==> src/rtl/avalon_st_symbol_pack_adapter_if.sv <==
// -----------------------------------------------------------------------------
// avalon_st_symbol_pack_adapter_if
//   Bundles the narrow input stream and the wide output stream of the
//   symbol pack adapter.
//
//   Parameters: SYMBOL_WIDTH, IN_SYMBOLS, RATIO. These must match the values
//   given to the adapter instance that uses this interface.
//
//   Input stream : in_valid, in_ready, in_data, in_startofpacket,
//                  in_endofpacket, in_empty
//   Output stream: out_valid, out_ready, out_data, out_startofpacket,
//                  out_endofpacket, out_empty
//
//   Modports:
//     master - environment side (drives in_*, out_ready)
//     slave  - adapter side (drives in_ready, out_* except out_ready)
// -----------------------------------------------------------------------------
interface avalon_st_symbol_pack_adapter_if #(
   parameter int SYMBOL_WIDTH = 8,
   parameter int IN_SYMBOLS   = 1,
   parameter int RATIO        = 3
);
   localparam int OUT_SYMBOLS = IN_SYMBOLS * RATIO;
   localparam int IN_W        = SYMBOL_WIDTH * IN_SYMBOLS;
   localparam int OUT_W       = SYMBOL_WIDTH * OUT_SYMBOLS;
   localparam int IN_EMPTY_W  = (IN_SYMBOLS > 1) ? $clog2(IN_SYMBOLS) : 1;
   localparam int OUT_EMPTY_W = (OUT_SYMBOLS > 1) ? $clog2(OUT_SYMBOLS) : 1;

   logic                   in_valid;
   logic                   in_ready;
   logic [IN_W-1:0]        in_data;
   logic                   in_startofpacket;
   logic                   in_endofpacket;
   logic [IN_EMPTY_W-1:0]  in_empty;

   logic                   out_valid;
   logic                   out_ready;
   logic [OUT_W-1:0]       out_data;
   logic                   out_startofpacket;
   logic                   out_endofpacket;
   logic [OUT_EMPTY_W-1:0] out_empty;

   modport master (
      output in_valid, in_data, in_startofpacket, in_endofpacket, in_empty,
      output out_ready,
      input  in_ready,
      input  out_valid, out_data, out_startofpacket, out_endofpacket, out_empty
   );

   modport slave (
      input  in_valid, in_data, in_startofpacket, in_endofpacket, in_empty,
      input  out_ready,
      output in_ready,
      output out_valid, out_data, out_startofpacket, out_endofpacket, out_empty
   );
endinterface

==> src/rtl/avalon_st_symbol_pack_adapter.sv <==
// -----------------------------------------------------------------------------
// avalon_st_symbol_pack_adapter
//   Avalon-ST data format adapter that widens a packet stream by packing RATIO
//   consecutive input beats into one output beat. Lane 0 (first beat of a
//   group) lands in the most significant bits of out_data. A group closes when
//   RATIO beats have been collected or an end-of-packet beat arrives; out_empty
//   then reports the unused low symbols of the wide beat.
//
//   Ports:
//     clk    - clock, all logic on the rising edge
//     reset  - asynchronous, active-high reset
//     st     - stream interface (slave modport): in_* narrow sink side,
//              out_* wide source side; in_ready = !out_valid || out_ready
//     out_error (only with ST_PACK_PKT_CHECK_EN defined) - registered flag,
//              high on an output beat containing a packet-framing violation
//
//   Build option: define ST_PACK_PKT_CHECK_EN to add out_error and the
//   in-packet tracker. Without it the adapter packs without any checking.
// -----------------------------------------------------------------------------
module avalon_st_symbol_pack_adapter #(
   parameter int SYMBOL_WIDTH = 8,
   parameter int IN_SYMBOLS   = 1,
   parameter int RATIO        = 3
) (
   input  logic                             clk,
   input  logic                             reset,
   avalon_st_symbol_pack_adapter_if.slave   st
`ifdef ST_PACK_PKT_CHECK_EN
   ,
   output logic                             out_error
`endif
);

   localparam int OUT_SYMBOLS = IN_SYMBOLS * RATIO;
   localparam int IN_W        = SYMBOL_WIDTH * IN_SYMBOLS;
   localparam int OUT_W       = SYMBOL_WIDTH * OUT_SYMBOLS;
   localparam int OUT_EMPTY_W = (OUT_SYMBOLS > 1) ? $clog2(OUT_SYMBOLS) : 1;
   localparam int CNT_W       = $clog2(RATIO);

   logic [CNT_W-1:0]       cnt_q,       cnt_d;
   logic                   out_valid_q, out_valid_d;
   logic [OUT_W-1:0]       out_data_q,  out_data_d;
   logic                   out_sop_q,   out_sop_d;
   logic                   out_eop_q,   out_eop_d;
   logic [OUT_EMPTY_W-1:0] out_empty_q, out_empty_d;

   logic accept;
   logic close;
   logic in_ready_c;

`ifdef ST_PACK_PKT_CHECK_EN
   logic in_pkt_q,    in_pkt_d;
   logic err_acc_q,   err_acc_d;
   logic out_error_q, out_error_d;
   logic viol;
   logic err_group;
`endif

   // Zero-bubble: a held output beat blocks input only while the sink stalls.
   assign in_ready_c = !out_valid_q || st.out_ready;
   assign accept     = st.in_valid && in_ready_c;
   assign close      = accept && ((cnt_q == CNT_W'(RATIO - 1)) || st.in_endofpacket);

   // out_data doubles as the accumulator: a new group can only start when the
   // previous output beat is absent or being consumed this cycle.
   always_comb begin
      cnt_d       = cnt_q;
      out_valid_d = out_valid_q;
      out_data_d  = out_data_q;
      out_sop_d   = out_sop_q;
      out_eop_d   = out_eop_q;
      out_empty_d = out_empty_q;

      if (accept) begin
         if (cnt_q == '0) begin
            out_data_d = '0;
            out_sop_d  = st.in_startofpacket;
         end
         for (int unsigned k = 0; k < RATIO; k++) begin
            if (cnt_q == CNT_W'(k)) begin
               out_data_d[OUT_W - 1 - k * IN_W -: IN_W] = st.in_data;
            end
         end

         if (close) begin
            out_valid_d = 1'b1;
            out_eop_d   = st.in_endofpacket;
            cnt_d       = '0;
            if (st.in_endofpacket) begin
               out_empty_d = OUT_EMPTY_W'((RATIO - 1 - int'(cnt_q)) * IN_SYMBOLS
                                          + int'(st.in_empty));
            end else begin
               out_empty_d = '0;
            end
         end else begin
            cnt_d = cnt_q + 1'b1;
         end
      end

      if (!close && out_valid_q && st.out_ready) begin
         out_valid_d = 1'b0;
      end
   end

`ifdef ST_PACK_PKT_CHECK_EN
   // Framing check: sop inside a packet, or a non-sop beat outside one.
   always_comb begin
      in_pkt_d    = in_pkt_q;
      err_acc_d   = err_acc_q;
      out_error_d = out_error_q;
      viol        = 1'b0;
      err_group   = 1'b0;

      if (accept) begin
         viol      = st.in_startofpacket ? in_pkt_q : !in_pkt_q;
         in_pkt_d  = !st.in_endofpacket;
         err_group = ((cnt_q == '0) ? 1'b0 : err_acc_q) | viol;
         if (close) begin
            out_error_d = err_group;
            err_acc_d   = 1'b0;
         end else begin
            err_acc_d   = err_group;
         end
      end

      if (!close && out_valid_q && st.out_ready) begin
         out_error_d = 1'b0;
      end
   end

   always_ff @(posedge clk or posedge reset) begin
      if (reset) begin
         in_pkt_q    <= 1'b0;
         err_acc_q   <= 1'b0;
         out_error_q <= 1'b0;
      end else begin
         in_pkt_q    <= in_pkt_d;
         err_acc_q   <= err_acc_d;
         out_error_q <= out_error_d;
      end
   end

   assign out_error = out_error_q;
`endif

   always_ff @(posedge clk or posedge reset) begin
      if (reset) begin
         cnt_q       <= '0;
         out_valid_q <= 1'b0;
         out_data_q  <= '0;
         out_sop_q   <= 1'b0;
         out_eop_q   <= 1'b0;
         out_empty_q <= '0;
      end else begin
         cnt_q       <= cnt_d;
         out_valid_q <= out_valid_d;
         out_data_q  <= out_data_d;
         out_sop_q   <= out_sop_d;
         out_eop_q   <= out_eop_d;
         out_empty_q <= out_empty_d;
      end
   end

   assign st.in_ready          = in_ready_c;
   assign st.out_valid         = out_valid_q;
   assign st.out_data          = out_data_q;
   assign st.out_startofpacket = out_sop_q;
   assign st.out_endofpacket   = out_eop_q;
   assign st.out_empty         = out_empty_q;

endmodule
==> src/flat_wrapper.sv <==
// flat-port wrapper written by rule: the top's interface ports become plain ports
module avalon_st_symbol_pack_adapter_flat 
#(
   parameter int SYMBOL_WIDTH = 8,
   parameter int IN_SYMBOLS   = 1,
   parameter int RATIO        = 3
)
  (clk, reset, st_in_valid, st_in_data, st_in_startofpacket, st_in_endofpacket, st_in_empty, st_out_ready, st_in_ready, st_out_valid, st_out_data, st_out_startofpacket, st_out_endofpacket, st_out_empty);
  avalon_st_symbol_pack_adapter_if #(.SYMBOL_WIDTH(SYMBOL_WIDTH), .IN_SYMBOLS(IN_SYMBOLS), .RATIO(RATIO)) st_i ();
  input  logic clk;
  input  logic reset;
  input wire logic [$bits(st_i.in_valid)-1:0] st_in_valid;
  input wire logic [$bits(st_i.in_data)-1:0] st_in_data;
  input wire logic [$bits(st_i.in_startofpacket)-1:0] st_in_startofpacket;
  input wire logic [$bits(st_i.in_endofpacket)-1:0] st_in_endofpacket;
  input wire logic [$bits(st_i.in_empty)-1:0] st_in_empty;
  input wire logic [$bits(st_i.out_ready)-1:0] st_out_ready;
  output wire logic [$bits(st_i.in_ready)-1:0] st_in_ready;
  output wire logic [$bits(st_i.out_valid)-1:0] st_out_valid;
  output wire logic [$bits(st_i.out_data)-1:0] st_out_data;
  output wire logic [$bits(st_i.out_startofpacket)-1:0] st_out_startofpacket;
  output wire logic [$bits(st_i.out_endofpacket)-1:0] st_out_endofpacket;
  output wire logic [$bits(st_i.out_empty)-1:0] st_out_empty;
  assign st_i.in_valid = st_in_valid;
  assign st_i.in_data = st_in_data;
  assign st_i.in_startofpacket = st_in_startofpacket;
  assign st_i.in_endofpacket = st_in_endofpacket;
  assign st_i.in_empty = st_in_empty;
  assign st_i.out_ready = st_out_ready;
  assign st_in_ready = st_i.in_ready;
  assign st_out_valid = st_i.out_valid;
  assign st_out_data = st_i.out_data;
  assign st_out_startofpacket = st_i.out_startofpacket;
  assign st_out_endofpacket = st_i.out_endofpacket;
  assign st_out_empty = st_i.out_empty;
  avalon_st_symbol_pack_adapter #(.SYMBOL_WIDTH(SYMBOL_WIDTH), .IN_SYMBOLS(IN_SYMBOLS), .RATIO(RATIO)) u_core (.clk(clk), .reset(reset), .st(st_i));
endmodule
==> config.mk <==
export PLATFORM = sky130hd
export DESIGN_NAME = avalon_st_symbol_pack_adapter_flat
export DESIGN_NICKNAME = d
export VERILOG_FILES = /design/src/rtl/avalon_st_symbol_pack_adapter_if.sv /design/src/rtl/avalon_st_symbol_pack_adapter.sv /design/src/flat_wrapper.sv
export SDC_FILE = /design/constraint.sdc
export NUM_CORES = 1
export LEC_CHECK = 0
export BUFFER_PORTS_ARGS = -buffer_cell sky130_fd_sc_hd__clkbuf_2
export CORE_MARGIN = 4
export CORE_UTILIZATION = 40
export DETAILED_ROUTE_END_ITERATION = 16
export PLACE_DENSITY_LB_ADDON = 0.3
export SLEW_MARGIN = 0
export SYNTH_ARGS = -nofsm -noshare
export SYNTH_HDL_FRONTEND = slang
export SYNTH_SLANG_ARGS = --single-unit
==> constraint.sdc <==
create_clock -name clk -period 3.3 [get_ports clk]
set_input_delay 0.99 -clock clk [delete_from_list [all_inputs] [get_ports clk]]
set_output_delay 0.99 -clock clk [all_outputs]
set_load 0.02 [all_outputs]
==> flow_summary.toml <==
[pwr]
vdd_ir_drop_max_v = 0.000447
power_leakage_nw = 0.882
p_per_area_nw_per_um2 = 1050

[placement]
place_congestion = 0.791
dp_cells = 174
placedInstanceArea_sq_um = 1550
hpwl_microns = 2120
pre_cts_ws_ps = 900
port_buffers = 44

[floorplanning]
die-area_sq_um = 4230
die_x_microns = 65.0
start_util_pct = 42.2
io-pin-count = 45
core-area_sq_um = 3080
chipHeight_microns = 65.0
fp-row-count = 20

[global_routing]
grt_pass1_wl_microns = 4530
grt_max_degree = 22
track_usage_pct = 14.7
antenna_found_initial = 0
grt_pass1_vias = 896
grt.overflow.total = 0

[synthesis]
syn_nets = 109
syn_avg_cell_area_sq_um = 14.4
async_flop_share_pct = 100
synth.top_cell.area_share_pct = 59.7
yosysTopAreaCell = "dfrtp_1"
yosysWarnings = 0
synthCells = 90
synth.area.top_cells = "dfrtp_1, a22o_1, mux2_4, ha_1, buf_6"
synth_common_cells = "dfrtp_1, a22o_1, mux2_4"
synthSimpleGateAreaFrac_pct = 5.39
synth_edf_count = 0
synth_ff_type = "dfrtp_1"
synth-xor-area-share_pct = 0.674
synth_compound_area_share_pct = 14.1
seq_area_frac_synth_pct = 59.7
synth.mux.area_fraction_pct = 12.0
syn_area_sq_um = 1300
ys_ff_latch = 31
synth-adder-area-share_pct = 3.85
synth_top_family_by_area = "compound AO/OA/AOI/OAI gates"
yosys.cell_count.top_type = "dfrtp_1"
synth.distinct_cells = 22

[drt]
drc = 0
via_per_inst = 5.05
vias = 920
drt-initial-drc-count = 45
postRouteAntennaNets = 0
wl_per_cell_microns = 16.0
firstDrtPassIters = 6
wirelength_microns = 2910

[sta]
min_period_ps = 2400
setup-violations-final = 0
timing.fmax_mhz = 417
rsz0062_at_grt = "no"
slew_headroom_pct = 47.5
hold_violations = 0
worst_slew_pin_slew_ps = 786
clock_skew_ps = 7.31
slew_violations = 0
layout_setup_ws_ps = 902
tns_ps = 0
final.period_utilization_pct = 72.7

[clock_network]
clock_path_buffers = 2
cts.sinks = 31
post_cts_resized = 0
clk_pin_slew_ps = 100
cts_hold_buffers = 0
cts_tree = "built"
cts_made_buffers = 5
root_buffer = "clkbuf_4"
clkLatencyLatePin_ps = 330
cts_max_level = 2
cts_setup_buffers = 0

[layout]
final_util_pct = 53.0
fin_area_sq_um = 1630
fin_cells = 182
drive_gt1_share_pct = 47.1
n_antenna_cell = 0
synthToLayoutAreaGrowth_pct = 25.5
fin_nets = 156
n_fill_cell = 291

[min_path]
hold_class = "flop to flop"
holdPathStages = 1

[critical_path]
arrival_ps = 1410
required_ps = 2310
crit_path_start_kind = "input port"
path_max_fanout = 10
cp-end-kind = "output pin"
worst-r2r-cell-count = 4
criticalPathCategory = "input port to output pin"

[flow_run]
maxCapViolations = 0

[outcome]
outcome = "finished, final reports clean"
==> path summary, 6_finish.rpt <==
| check | from | to | slack, ps |
|---|---|---|---|
| max | st_out_ready | st_in_ready | 900 |
| min | u_core.st.out_data[8] | u_core.st.out_data[8] | 510 |
| max reg2reg | u_core.cnt_q[0] | u_core.st.out_data[10] | 1620 |
| min reg2reg | u_core.st.out_data[8] | u_core.st.out_data[8] | 510 |
| max in group asynchronous | reset | u_core.st.out_data[8] | 1890 |
| min in group asynchronous | reset | u_core.cnt_q[1] | 770 |
==> per-stage QoR <==
stage | hold WS [ps] | power, mW
5_1_grt | 530 | 1.82
6_report | 505 | 1.72
3_3_place_gp | 480 | 1.40
4_1_cts | 511 | 1.73
3_5_place_dp | 484 | 1.42
2_1_floorplan | 557 | 1.17
==> power breakdown <==
group          switching, mW  leakage [nW]  internal [mW]
Sequential             0.110         0.393          0.552
Clock                  0.129        0.0482          0.179
Combinational          0.429         0.440          0.316
Total                  0.668         0.882           1.05
==> kinds of logic after synthesis <==
family	Yosys count
xor gates and xnor gates	1
adders and majority gates	4
buffers and inverters	10
AOI/OAI and AO/OA	22
and+or+nand+nor	11
muxes	11
DFF	31
==> state kept, by name, indices dropped and copies added, names as in the netlist <==
name,cells
u_core.st.out_data,24
u_core.cnt_q,2
u_core.st.out_empty,2
u_core.st.out_endofpacket,1
u_core.st.out_startofpacket,1
u_core.st.out_valid,1
==> cell usage in the layout (no fill, tap or decap) <==
| cell type | synthesis | routed |
|---|---|---|
| bufinv_16 | 0 | 1 |
| nand3_1 | 1 | 1 |
| dfrtp_1 | 31 | 31 |
| buf_4 | 0 | 1 |
| inv_1 | 5 | 5 |
| and3_4 | 1 | 1 |
| clkbuf_8 | 0 | 1 |
| ha_1 | 4 | 4 |
| xor2_1 | 1 | 1 |
| mux2_2 | 1 | 1 |
| nor2_1 | 1 | 1 |
| mux2_4 | 9 | 9 |
| clkinv_2 | 0 | 1 |
| o21ai_0 | 2 | 2 |
| a22o_1 | 16 | 16 |
| o211ai_1 | 2 | 2 |
| and3_1 | 2 | 2 |
| nand2b_4 | 1 | 1 |
| nand3b_1 | 1 | 1 |
| mux2i_1 | 1 | 1 |
| nor3_1 | 1 | 1 |
| clkbuf_4 | 0 | 5 |
| o2bb2ai_1 | 2 | 2 |
| clkbuf_2 | 1 | 44 |
| nand2_1 | 3 | 3 |
==> critical path, cell delays in order <==
cell,delay (ps)
clkbuf_2,80
nand2b_4,160
clkbuf_2,180
==> cell type report <==
| type | count | area (sq um) | share of cell area [%] |
|---|---|---|---|
| Clock buffer | 6 | 51.3 | 3.14 |
| Inverter | 5 | 18.8 | 1.15 |
| Sequential cell | 31 | 776 | 47.5 |
| Clock inverter | 2 | 35.0 | 2.15 |
| Timing Repair Buffer | 45 | 228 | 14.0 |
| Tap cell | 44 | 55.1 | 3.37 |
| Multi-Input combinational cell | 49 | 468 | 28.7 |
==> metal layers <==
metal  vias to the layer above  global-route usage (%)  wire (microns)
li1                        422                       -               -
met1                       450                    18.4            1220
met2                        46                    23.0            1440
met3                         2                    6.24             242
met4                         0                    4.66              14
met5                         -                       0               0
Power figures use the tool's default switching activity.
